`src/rtl/cycseq.sv`:
```
// 8085-class machine-cycle / T-state sequencer: M1 fetch, then up to four read/write/I-O cycles, or HALT.
// Outputs decode combinationally from state; bus ready=0 in T2/TW stretches the cycle with TW states.
module cycseq #(
   parameter int IENBSIZE = 6,
   parameter int INSTSIZE = 17,
   parameter int INFO_CYC = 4
) (
   input  logic                clk,
   input  logic                rst,
   input  logic [INSTSIZE-1:0] chk_i,
   input  logic                ready,
   output logic [IENBSIZE-1:0] ienb,
   output logic                ale,
   output logic                rd_,
   output logic                wr_,
   output logic                io_m,
   output logic [1:0]          stat,
   output logic [2:0]          mcyc,
   output logic [2:0]          tcyc
);

   localparam int RRD = 0;
   localparam int RWR = 1;
   localparam int COD = 2;
   localparam int DAT = 3;
   localparam int PC_ = 4;
   localparam int PD_ = 5;

   typedef enum logic [2:0] {
      T_HALT = 3'd0,
      T1     = 3'd1,
      T2     = 3'd2,
      T3     = 3'd3,
      T4     = 3'd4,
      T5     = 3'd5,
      T6     = 3'd6,
      TW     = 3'd7
   } tstate_t;

   tstate_t             r_t;
   logic [2:0]          r_m;
   logic [INFO_CYC-1:0] r_cycgo;
   logic [INFO_CYC-1:0] r_cycrw;
   logic [INFO_CYC-1:0] r_cyccd;
   logic                r_go6;
   logic                r_hlt;
   logic                r_dio;

   logic                w_chk_go6;
   logic                w_chk_hlt;
   logic                w_chk_dio;
   logic [INFO_CYC-1:0] w_chk_cyc;
   logic [INFO_CYC-1:0] w_chk_rw;
   logic [INFO_CYC-1:0] w_chk_cd;
   logic                w_unused;

   assign w_chk_go6 = chk_i[0];
   assign w_chk_hlt = chk_i[2];
   assign w_chk_dio = chk_i[3];
   assign w_chk_cyc = chk_i[7:4];
   assign w_chk_rw  = chk_i[11:8];
   assign w_chk_cd  = chk_i[15:12];
   assign w_unused  = &{1'b0, chk_i[1], chk_i[INSTSIZE-1], r_go6};

   logic       w_m1;
   logic       w_mk;
   logic [1:0] w_idx;
   logic [1:0] w_nidx;
   logic       w_rw;
   logic       w_cd;
   logic       w_more;
   logic       w_bus;
   logic       w_t4;
   logic       w_m1_end;
   logic       w_hlt_e;
   logic       w_cyc0_e;

   assign w_m1   = (r_m == 3'd1);
   assign w_mk   = (r_m >= 3'd2);
   assign w_idx  = r_m[1:0] - 2'd2;
   assign w_nidx = r_m[1:0] - 2'd1;
   assign w_rw   = w_mk && r_cycrw[w_idx];
   assign w_cd   = w_mk && r_cyccd[w_idx];
   assign w_more = (r_m != 3'd5) && r_cycgo[w_nidx];
   assign w_bus  = (r_t == T2) || (r_t == TW) || (r_t == T3);

   // At M1/T4 the instruction info is not latched yet, so decisions use chk_i directly.
   assign w_t4     = w_m1 && (r_t == T4);
   assign w_hlt_e  = w_t4 ? w_chk_hlt    : r_hlt;
   assign w_cyc0_e = w_t4 ? w_chk_cyc[0] : r_cycgo[0];
   assign w_m1_end = w_m1 && ((w_t4 && !w_chk_go6) || (r_t == T6));

   always_ff @(posedge clk) begin
      if (rst) begin
         r_m     <= 3'd1;
         r_t     <= T1;
         r_cycgo <= '0;
         r_cycrw <= '0;
         r_cyccd <= '0;
         r_go6   <= 1'b0;
         r_hlt   <= 1'b0;
         r_dio   <= 1'b0;
      end else begin
         case (r_t)
            T1: r_t <= T2;
            T2, TW: begin
               if (ready) r_t <= T3;
               else       r_t <= TW;
            end
            T3: begin
               if (w_m1) begin
                  r_t <= T4;
               end else if (w_more) begin
                  r_m <= r_m + 3'd1;
                  r_t <= T1;
               end else begin
                  r_m <= 3'd1;
                  r_t <= T1;
               end
            end
            T4: begin
               r_cycgo <= w_chk_cyc;
               r_cycrw <= w_chk_rw;
               r_cyccd <= w_chk_cd;
               r_go6   <= w_chk_go6;
               r_hlt   <= w_chk_hlt;
               r_dio   <= w_chk_dio;
               r_t     <= T5;
            end
            T5:     r_t <= T6;
            T6:     r_t <= T6;
            T_HALT: r_t <= T_HALT;
         endcase
         // End of M1 overrides the per-state step above (T4 without GO6, or T6).
         if (w_m1_end) begin
            if (w_hlt_e) begin
               r_m <= 3'd0;
               r_t <= T_HALT;
            end else if (w_cyc0_e) begin
               r_m <= 3'd2;
               r_t <= T1;
            end else begin
               r_m <= 3'd1;
               r_t <= T1;
            end
         end
      end
   end

   always_comb begin
      ienb      = '0;
      ienb[RRD] = (w_m1 && ((r_t == T4) || (r_t == T5) || (r_t == T6))) ||
                  (w_mk && w_rw && w_bus);
      ienb[RWR] = (w_mk && (r_t == T3) && !w_more) ||
                  (w_m1_end && !w_hlt_e && !w_cyc0_e);
      ienb[COD] = w_m1 && (r_t == T3);
      ienb[DAT] = w_mk && !w_rw && (r_t == T3);
      ienb[PC_] = (w_m1 && (r_t == T3)) || (w_mk && !w_rw && !w_cd && (r_t == T3));
      ienb[PD_] = w_cd;
   end

   assign ale  = (r_t == T1);
   assign rd_  = !((w_m1 || (w_mk && !w_rw)) && w_bus);
   assign wr_  = !(w_mk && w_rw && w_bus);
   assign io_m = r_dio && (r_m == 3'd3);
   assign stat = w_m1 ? 2'b11 : (w_mk ? (w_rw ? 2'b01 : 2'b10) : 2'b00);
   assign mcyc = r_m;
   assign tcyc = r_t;

endmodule
```
`config.mk`:
```
export PLATFORM = sky130hd
export DESIGN_NAME = cycseq
export DESIGN_NICKNAME = d
export VERILOG_FILES = /design/src/rtl/cycseq.sv
export SDC_FILE = /design/constraint.sdc
export NUM_CORES = 1
export LEC_CHECK = 0
export CORE_MARGIN = 3
export CORE_UTILIZATION = 25
export DETAILED_ROUTE_END_ITERATION = 8
export MAX_ROUTING_LAYER = met4
export PLACE_DENSITY = 0.56
export SLEW_MARGIN = 15
export SYNTH_ARGS = -nofsm -noshare
export SYNTH_HDL_FRONTEND = slang
export SYNTH_SLANG_ARGS = --single-unit
```
`constraint.sdc`:
```
create_clock -name clk -period 2.4 [get_ports clk]
set_input_delay 0.24 -clock clk [delete_from_list [all_inputs] [get_ports clk]]
set_output_delay 0.24 -clock clk [all_outputs]
set_load 0.005 [all_outputs]
```
# Word level (Yosys, flattened, before mapping)
# Index checks and enable logic that the tools add are counted.
[word_totals] register_bits=20 inputBits=20 out_inout_bits=18 wordCells=88
[op_classes] n_addsub=3 order_cmp=3 n_eq_ne=11 mux=22 n_reduce_logical=42
[op_table] cell="3-bit 2-to-1 mux" count=7
[op_table] cell="1-bit logical AND" count=20
[op_table] cell="3-bit one-hot mux with 6 select lines" count=1
[op_table] cell="3-bit equality test (second input constant)" count=4
[op_table] cell="2-bit 2-to-1 mux" count=5
[op_table] cell="3-bit by 2-bit equality test with 1-bit output (second input constant)" count=3
[op_table] cell="1-bit logical OR" count=9
[op_table] cell="1-bit zero test" count=8
[op_table] cell="1-bit binary-select mux with 2-bit select" count=3
[op_table] cell="3-bit by 1-bit equality test with 1-bit output (second input constant)" count=2
[op_table] cell="2-bit by 3-bit < comparator with 1-bit output (second input constant)" count=2
[op_table] cell="1-bit 2-to-1 mux" count=6
[op_table] cell="2-bit OR reduction" count=2
[op_table] cell="3-bit by 1-bit adder with 3-bit output (second input constant)" count=1
[op_table] cell="3-bit by 2-bit greater-or-equal comparator with 1-bit output (second input constant)" count=1
[op_table] cell="3-bit zero test" count=1
[op_table] cell="3-bit inequality test (second input constant)" count=1
[op_table] cell="2-bit by 1-bit inequality test with 1-bit output (second input constant)" count=1
[op_table] cell="2-bit AND reduction" count=1
[op_table] cell="2-bit nonzero test" count=1
[op_table] cell="2-bit by 1-bit subtractor with 2-bit output (second input constant)" count=1
[op_table] cell="2-bit subtractor (second input constant)" count=1

# Depth between registers and ports, before layout
# Gate-level depths: netlist (run 1).
[depth] word_depth=9 mapped_depth=7 depth_no_buf=6

# Worst setup path after synthesis (run 1)
# Ideal clock, no wire load.
[synth_path] path_kind="register to output" start="register r_m[1] (netlist: mcyc[1])" end="output port ienb[1]" arrival_ps=1512 t_required_ps=2160 setup_slack_ps=648 stages_incl_launch_ff=7 path_buffers=0 path_cell_list="dfxtp_1 inv_1 ha_1 mux2_2 a22oi_1 nand2_1 nand2_1"
[synth_between] elab_chain_cells=8 word_cells_on_any_way=21 classes_between="add/sub (1); order compare (1); eq/ne (2); mux (4); reduce/logical (13)"
[synth_lines] item="start: declaration" line="41" text="logic [2:0] r_m;"
[synth_lines] item="start signal: assignment" line="114" text="r_m <= r_m + 3'd1;"
[synth_lines] item="parallel branches: the longest is 7 deep, another holds 2-bit by 1-bit subtractor with 2-bit output"
[synth_lines] item="1-bit logical OR *" line="154" text="ienb[RWR] = (w_mk && (r_t == T3) && !w_more) ||"
[synth_lines] item="end: declaration" line="12" text="output logic [IENBSIZE-1:0] ienb,"
# Mark *: on every way between the ends. The select of a mux whose other input is x is not followed.

# Worst setup path after layout (run 1)
[layout_path] start="register r_m[1] (netlist: mcyc[1])" end="output port rd_"
[layout_between] elab_chain_cells=9 word_cells_on_any_way=11 classes_between="add/sub (1); order compare (1); eq/ne (1); mux (2); reduce/logical (6)"
[layout_lines] item="2-bit subtractor" line="80" text="assign w_idx = r_m[1:0] - 2'd2;"
[layout_lines] item="1-bit binary-select mux with 2-bit select" line="82" text="assign w_rw = w_mk && r_cycrw[w_idx];"
[layout_lines] item="1-bit 2-to-1 mux (not written as such)" line="82"
[layout_lines] item="1-bit logical AND" line="82"
[layout_lines] item="1-bit zero test" line="163" text="assign rd_ = !((w_m1 || (w_mk && !w_rw)) && w_bus);"
[layout_lines] item="1-bit logical AND" line="163"
[layout_lines] item="1-bit logical OR *" line="163"
[layout_lines] item="1-bit logical AND *" line="163"
[layout_lines] item="1-bit zero test *" line="163"
[layout_lines] item="end: declaration" line="14" text="output logic rd_,"
# Mark *: on every way between the ends. The rest lies on a longest branch, timed or not. The select of a mux whose other input is x is not followed.

==> key figures, run 1 <==
Yosys
  – Synth top area share: 34.1%
  – XOR/XNOR share of the synthesized area: 0%
  – Post-synthesis mux area share: under 10%
  – Post-synthesis compound-gate area fraction: 17.8%
  – FF+latch count, synth: 20
  – Async SR Flop Fraction: 0%
  – Main combinational cell family by area after synthesis: simple AND/OR/NAND/NOR gates
  – Post-Synth Simple-Gate Area: ~30%
  – Area of the mapped netlist: ~0.0012 mm²
  – Mapped Cells: roughly 150
  – Top area cells in the synthesized netlist: dfxtp_1 34%, nand2_1 12%, a21oi_1 7.7%
  – Post-Synthesis Mean Instance Area: between 7 and 8 µm²
  – Number of synthesized flops with an enable pin: 0
  – Area leader, netlist: dfxtp_1
  – Synth warn: 0
  – Syn nets: about 170
  – Netlist cell types: 39
  – Register area share after synthesis: between 30% and 40%
  – Synth Area in Adders: roughly 3.2%
  – Top FF cell, synth: dfxtp_1

STA
  – Post-layout min period: around 2.3 ns
  – Final WS setup: about 0.090 ns
  – TNS Setup: 0 ns
  – Final Hold Vio Count: 0
  – Hold_ws: 0.454 ns
  – Max-slew headroom: 70.4%
  – Final max-slew violation count: 0
  – Fmax: about 430 MHz
  – Clk_skew: ~0.0037 ns
  – Final setup fails: 0
  – Least-Margin Pin Slew: around 0.44 ns
  – Final period utilization: a little under 100%

Run status
  – Outcome: finished clean

Clocking
  – Worst-path clk slew: roughly 0.08 ns
  – Root Buffer: clkbuf_8
  – TritonCTS clock tree: built
  – CTS sink count: 20
  – Hold-fix buffers, CTS: 0
  – Clk_lat worst skew: about 0.26 ns
  – H-tree level count: 1
  – CTS max path bufs: 2
  – Num CTS Buffers: 3

Final layout
  – Layout cell share with drive strength beyond 1: 15.8%
  – Post-route cell area: 0.00169 mm²
  – Final net count: 208
  – Layout area overhead: 43.7%
  – N_diodes: 0

Power and ir drop
  – Net switching power: approximately 0.28 mW
  – Clock network power share: between 30% and 40%
  – Leak pwr: ~0.63 nW
  – Combinational power share: between 20% and 30%
  – Power Internal: 0.744 mW
  – Sw Share: a little over a quarter
  – Max rail drop VDD: between 0.2 and 0.25 mV
  – Pwr dens: slightly above 600 mW/mm²
  – Part of the power in registers: 38.3%

Setup path
  – CP Cell Sequence: buf_4 > mux4_2 > o21ai_2 > nand3_1 > clkdlybuf4s50_1
  – Critical Path AT: a little over 2 ns
  – CP Max Fanout: 7
  – Critical path's slowest cell: mux4_2
  – R2R cell count: 7
  – Crit path launch type: flip-flop
  – Max stage delay on crit path: approximately 0.59 ns
  – CP Capture Type: output pin
  – Crit Path Class: reg -> out
  – Crit path required time: about 2.2 ns

GRT
  – Overflow after GRT: 0
  – Initial antenna violation count: 0
  – GRT Resource Usage Total: a little under an eighth
  – First-pass GRT wire length: 4.80 mm
  – Pin count of the biggest net entering global routing: 17
  – Vias in the first global route: slightly above 1,000

Route
  – DRC: 0
  – ANT nets after route: 0
  – Drt total wl: ~3.0 mm
  – First-pass DRT Iterations: 2
  – Initial DRC Count: 33
  – Routed len/inst: between 10 and 15 µm
  – Vias: 1,124
  – Post-DR vias/cell: 4.76

Placed design
  – Setup WS pre-CTS: between 0.2 and 0.25 ns
  – Detailed placer's ending HPWL: 2.18 mm
  – GPL Wtd Cong: approximately 0.75
  – Placed standard-cell area: around 0.0016 mm²
  – Input/output buffers: 35

Flow run
  – Max_cap viols: 0

Die
  – Initial core utilization: about a quarter
  – Die area: ~0.0056 mm²
  – CORE AREA: between 0.004 and 0.005 mm²
  – # rows: 24
  – Ports: 38
  – DIE HEIGHT: approximately 75 µm
  – Die Wd: roughly 75 µm

Hold path
  – Hold Path Cell Cnt: 2
  – Hold Path Class: reg -> reg
-- worst paths after layout --
path              slack [ns]     from       to
setup / recovery        0.09  mcyc[1]      rd_
hold / removal          0.45    r_dio    r_dio
setup reg to reg        0.73  mcyc[1]  mcyc[2]
hold reg to reg         0.45    r_dio    r_dio
-- what timing repair did --
action | in CTS | in global routing
endpoints found under the setup margin | 2 | 5
endpoints found under the hold margin | 0 | 0
pin swaps | 1 | 1
gates resized for setup | 2 | 7
setup buffers | 0 | 1
-- flip-flops by register name (all words and copies together), names as in the netlist --
register	cells
r_hlt	1
tcyc	3
r_cycgo	4
r_dio	1
r_cycrw	4
r_cyccd	4
mcyc	3
-- metrics by stage --
step                util, %  power, mW  instances
floorplan                 -      0.548        149
CTS                    37.3       1.04        235
global placement       35.3      0.681        231
finish                 38.0       1.03        236
global route           38.0       1.09        236
detailed placement     35.3      0.683        231
-- layout by cell type, fill, tap and decap left out, drive strengths merged, types with 2 or more instances in the layout --
master,synthesis,layout
nand2,37,37
clkdlybuf4s50,0,33
dfxtp,20,20
a21oi,18,18
o21ai,10,10
buf,10,8
nor3,7,7
nand2b,4,4
nor2,4,4
inv,4,4
nand3,4,4
nor2b,3,3
clkbuf,2,3
ha,3,3
and2,2,2
mux2,2,2
a211o,2,2
mux2i,2,2
dlymetal6s2s,0,2
mux4,2,2
nor3b,2,2
-- logic make-up (layout without fill, tap and decap cells) --
kind of cell	after synthesis	in the layout
and+or+nand+nor	68	68
muxes	6	6
buffers and inverters	16	51
AOI/OAI and AO/OA	36	36
DFF	20	20
adders and majority gates	3	3
-- area by class of cell --
| class | instances | area [µm²] |
|---|---|---|
| tap | 52 | 65.1 |
| timing repair buffer | 43 | 415 |
| clock buffer | 3 | 41.3 |
| clock inverter | 1 | 30.0 |
| inverter | 4 | 15.0 |
| sequential | 20 | 403 |
| multi-input combinational | 113 | 717 |
| fill | 489 | 2760 |
-- worst max-delay path: cells and delay by family, from the launching register on --
family / cells / cell delay, ns
DFF: 1 / 0.33
and+or+nand+nor: 1 / 0.09
buffers and inverters: 2 / 0.61
muxes: 1 / 0.59
AOI/OAI and AO/OA: 1 / 0.19
-- power by group through the flow --
stage | clock network, mW | registers [mW] | logic [mW]
floorplan | 0 | 0.380 | 0.168
CTS | 0.353 | 0.392 | 0.292
global route | 0.365 | 0.398 | 0.326
detailed placement | 0 | 0.399 | 0.284
global placement | 0 | 0.398 | 0.283
finish | 0.338 | 0.393 | 0.294
-- cells in the mapped netlist, types with 2 or more instances --
cell      number
inv_1          4
o21ai_0        6
nor2b_1        3
nor3_2         3
a211o_1        2
nor2_1         4
ha_1           3
a21oi_1       18
nand2_1       36
o21ai_1        4
dfxtp_1       20
mux2i_1        2
mux2_2         2
buf_6          2
nand2b_1       4
buf_2          6
nand3_1        4
and2_1         2
nor3_1         4
-- per-layer routing --
metal  vias to the layer above  track usage (%)  part of all wire [%]
met4                         0             3.56                   1.1
met3                         5             2.84                   4.2
li1                        579                -                     -
met5                         -                -                     0
met1                       515             14.6                    49
met2                        25             18.4                    45
Note: power is estimated with default switching activity, not from simulation.
==> run 2, diff against run 1 <==
--- a/config.mk
+++ b/config.mk
@@ -7,2 +7,3 @@
 export LEC_CHECK = 0
+export CORE_ASPECT_RATIO = 0.5
 export CORE_MARGIN = 3
@@ -12,3 +13,3 @@
 export PLACE_DENSITY = 0.56
-export SLEW_MARGIN = 15
+export SLEW_MARGIN = 20
 export SYNTH_ARGS = -nofsm -noshare
--- a/constraint.sdc
+++ b/constraint.sdc
@@ -3,2 +3,2 @@
 set_output_delay 0.24 -clock clk [all_outputs]
-set_load 0.005 [all_outputs]
+set_load 0.05 [all_outputs]
==> run 2 against run 1 <==
  * Non-clock buffer count decreased by 4
  * Flip-flop and latch count unchanged
  * Setup slack improved by 0.016 ns
  * Fmax increased by 0.71%
  * Global-route usage increased by 0.42 points
  * First-iteration DRC count decreased by 27%
  * Routed wire length decreased by 0.30%
  * Sequential share of layout area increased by 0.51 points
  * Final cell count decreased by 0.85%
  * Sequential power increased by 2%
  * Combinational power increased by 40%
  * Power increased by 13%
  * Largest cell class unchanged
==> key figures, run 2 (synthesis gave the netlist of run 1 again) <==
Die
  – # rows: 16 (-33%)
  – DIE HEIGHT: 54.5 µm (-27%)
  – Initial core utilization: 27.9% (+1.5 points)
  – Ports: 38 (unchanged)
  – Die area: 0.00560 mm² (+0.90%)
  – Die Wd: 103 µm (+38%)
  – CORE AREA: 0.00420 mm² (-5.4%)

Clocking
  – Worst-path clk slew: 0.08 ns (about the same)
  – TritonCTS clock tree: built
  – CTS sink count: 20 (unchanged)
  – Root Buffer: clkbuf_8
  – Post-CTS setup buffers: 0 (unchanged)
  – Clk_lat worst skew: 0.26 ns (about the same)
  – H-tree level count: 1 (unchanged)
  – CTS max path bufs: 2 (unchanged)
  – Hold-fix buffers, CTS: 0 (unchanged)
  – Num CTS Buffers: 3 (unchanged)

STA
  – Clk_skew: 0.00210 ns (-0.00156 ns)
  – Post-layout min period: 2.29 ns (-0.0163 ns)
  – Final Hold Vio Count: 0 (unchanged)
  – Max-slew headroom: 52.2% (-18 points)
  – Final period utilization: 95.6% (-0.68 points)
  – Fmax: 436 MHz (+0.71%)
  – TNS Setup: 0 ns (unchanged)
  – Least-Margin Pin Slew: 0.715 ns (+0.273 ns)
  – Final max-slew violation count: 0 (unchanged)
  – Unrepaired setup endpoints after global routing: false
  – Final setup fails: 0 (unchanged)

Setup path
  – CP Capture Type: output pin
  – CP most frequent cell: ha_1
  – Worst path bufs/invs: 1 (-1)
  – CP Cell Sequence: ha_1 > ha_1 > and2_1 > clkdlybuf4s50_1
  – Critical path's slowest cell: clkdlybuf4s50_1
  – Crit Path Class: reg -> out
  – Crit path required time: 2.16 ns (about the same)
  – Max stage delay on crit path: 0.79 ns (+0.20 ns)
  – CP Max Fanout: 9 (+2)
  – Crit path launch type: flip-flop
  – Crit-path leading delay family: buffers and inverters
  – Critical Path AT: 2.05 ns (-0.02 ns)

Final layout
  – N_diodes: 0 (unchanged)
  – Register area: 404 µm² (+0.31%)
  – FILL cells: 451 (-7.8%)
  – Layout cell share with drive strength beyond 1: 17.8% (+2.0 points)
  – Multi-input logic area: 704 µm² (-1.7%)
  – Post-route cell area: 0.00166 mm² (-1.8%)
  – Biggest regs: r_cyccd (4), r_cycgo (4), r_cycrw (4)
  – Most common cell after layout, fill and taps aside: nand2_1
  – Final net count: 204 (-1.9%)
  – Most frequent cells in the layout: 36 x nand2_1, 25 x clkdlybuf4s50_1, 19 x dfxtp_1, 18 x a21oi_1, 10 x buf_4
  – Layout area overhead: 41.2%

Placed design
  – Input/output buffers: 35 (unchanged)
  – GPL Wtd Cong: 0.735 (-1.6%)
  – Placed standard-cell area: 0.00158 mm² (+0.96%)
  – Detailed placer's ending HPWL: 2.26 mm (+3.8%)

Route
  – Post-DR vias/cell: 4.72 (-0.85%)
  – Vias: 1,105 (-1.7%)
  – First-pass DRT Iterations: 4 (+2)
  – Drt total wl: 3.01 mm (-0.30%)
  – DRC: 0 (unchanged)
  – ANT nets after route: 0 (unchanged)
  – Routed len/inst: 12.9 µm (+0.55%)
  – Initial DRC Count: 24 (-27%)

GRT
  – GRT Resource Usage Total: 12.0% (+0.42 points)
  – Overflow after GRT: 0 (unchanged)
  – First-pass GRT wire length: 5.01 mm (+4.5%)
  – Vias in the first global route: 1,002 (-0.79%)
  – Initial antenna violation count: 0 (unchanged)
  – Pin count of the biggest net entering global routing: 20 (+3)

Hold path
  – Hold Path Class: reg -> reg

Power and ir drop
  – Max rail drop VDD: 0.229 mV (+2.6%)
  – Pwr dens: 697 mW/mm² (+15%)
  – Leak pwr: 0.604 nW (-4.2%)

Run status
  – Outcome: finished clean

Flow run
  – Max_cap viols: 0 (unchanged)
-- run 2: stage by stage --
stage	hold slack [ns]	util [%]	worst slack, ns	total power, mW	instances
after floorplan	0.376	-	0.0132	0.686	149
after global placement	0.438	37.7	0.311	0.818	230
after detailed placement	0.447	37.7	0.287	0.823	230
after CTS	0.459	39.3	0.0923	1.17	234
after global routing	0.484	39.4	0.0113	1.22	234
final	0.455	39.4	0.106	1.16	234
-- run 2: area by class of cell --
cell class	instances	area share, %
clock buffer	3	2.49
inverter	4	0.906
timing repair buffer	39	23.8
clock inverter	1	1.81
multi-input combinational	113	42.5
tap	54	4.08
sequential	20	24.4
-- run 2: worst reg2reg max path, stage by stage, from the launching register on --
cell     delay, ns
dfxtp_1       0.54
ha_1          0.34
mux2_2        0.30
a22oi_1       0.27
o41ai_1       0.09
and2_1        0.16
-- run 2: final timing paths --
path / slack, ns / from / endpoint / cells after the start
setup / recovery: 0.11 / mcyc[0] / io_m / 4
hold / removal: 0.46 / r_dio / r_dio / 2
setup reg to reg: 0.61 / mcyc[0] / mcyc[2] / 5
hold reg to reg: 0.46 / r_dio / r_dio / 2
-- run 2: report_power, final --
part           internal [mW]  leakage [nW]  switching (mW)
clock network          0.223        0.0357           0.122
registers              0.355         0.163          0.0443
logic                  0.161         0.405           0.250
-- run 2: repair_timing --
| action | CTS | global route |
|---|---|---|
| pin swaps | 0 | 0 |
| endpoints found under the setup margin | 1 | 1 |
| resized for setup | 1 | 1 |
-- run 2: metal layers --
metal	share of wire, %	up-vias	track usage, %
met5	0	-	-
met4	0.63	0	3.23
met3	3.6	2	3.18
met2	43	20	17.9
met1	53	509	16.2
li1	-	574	-
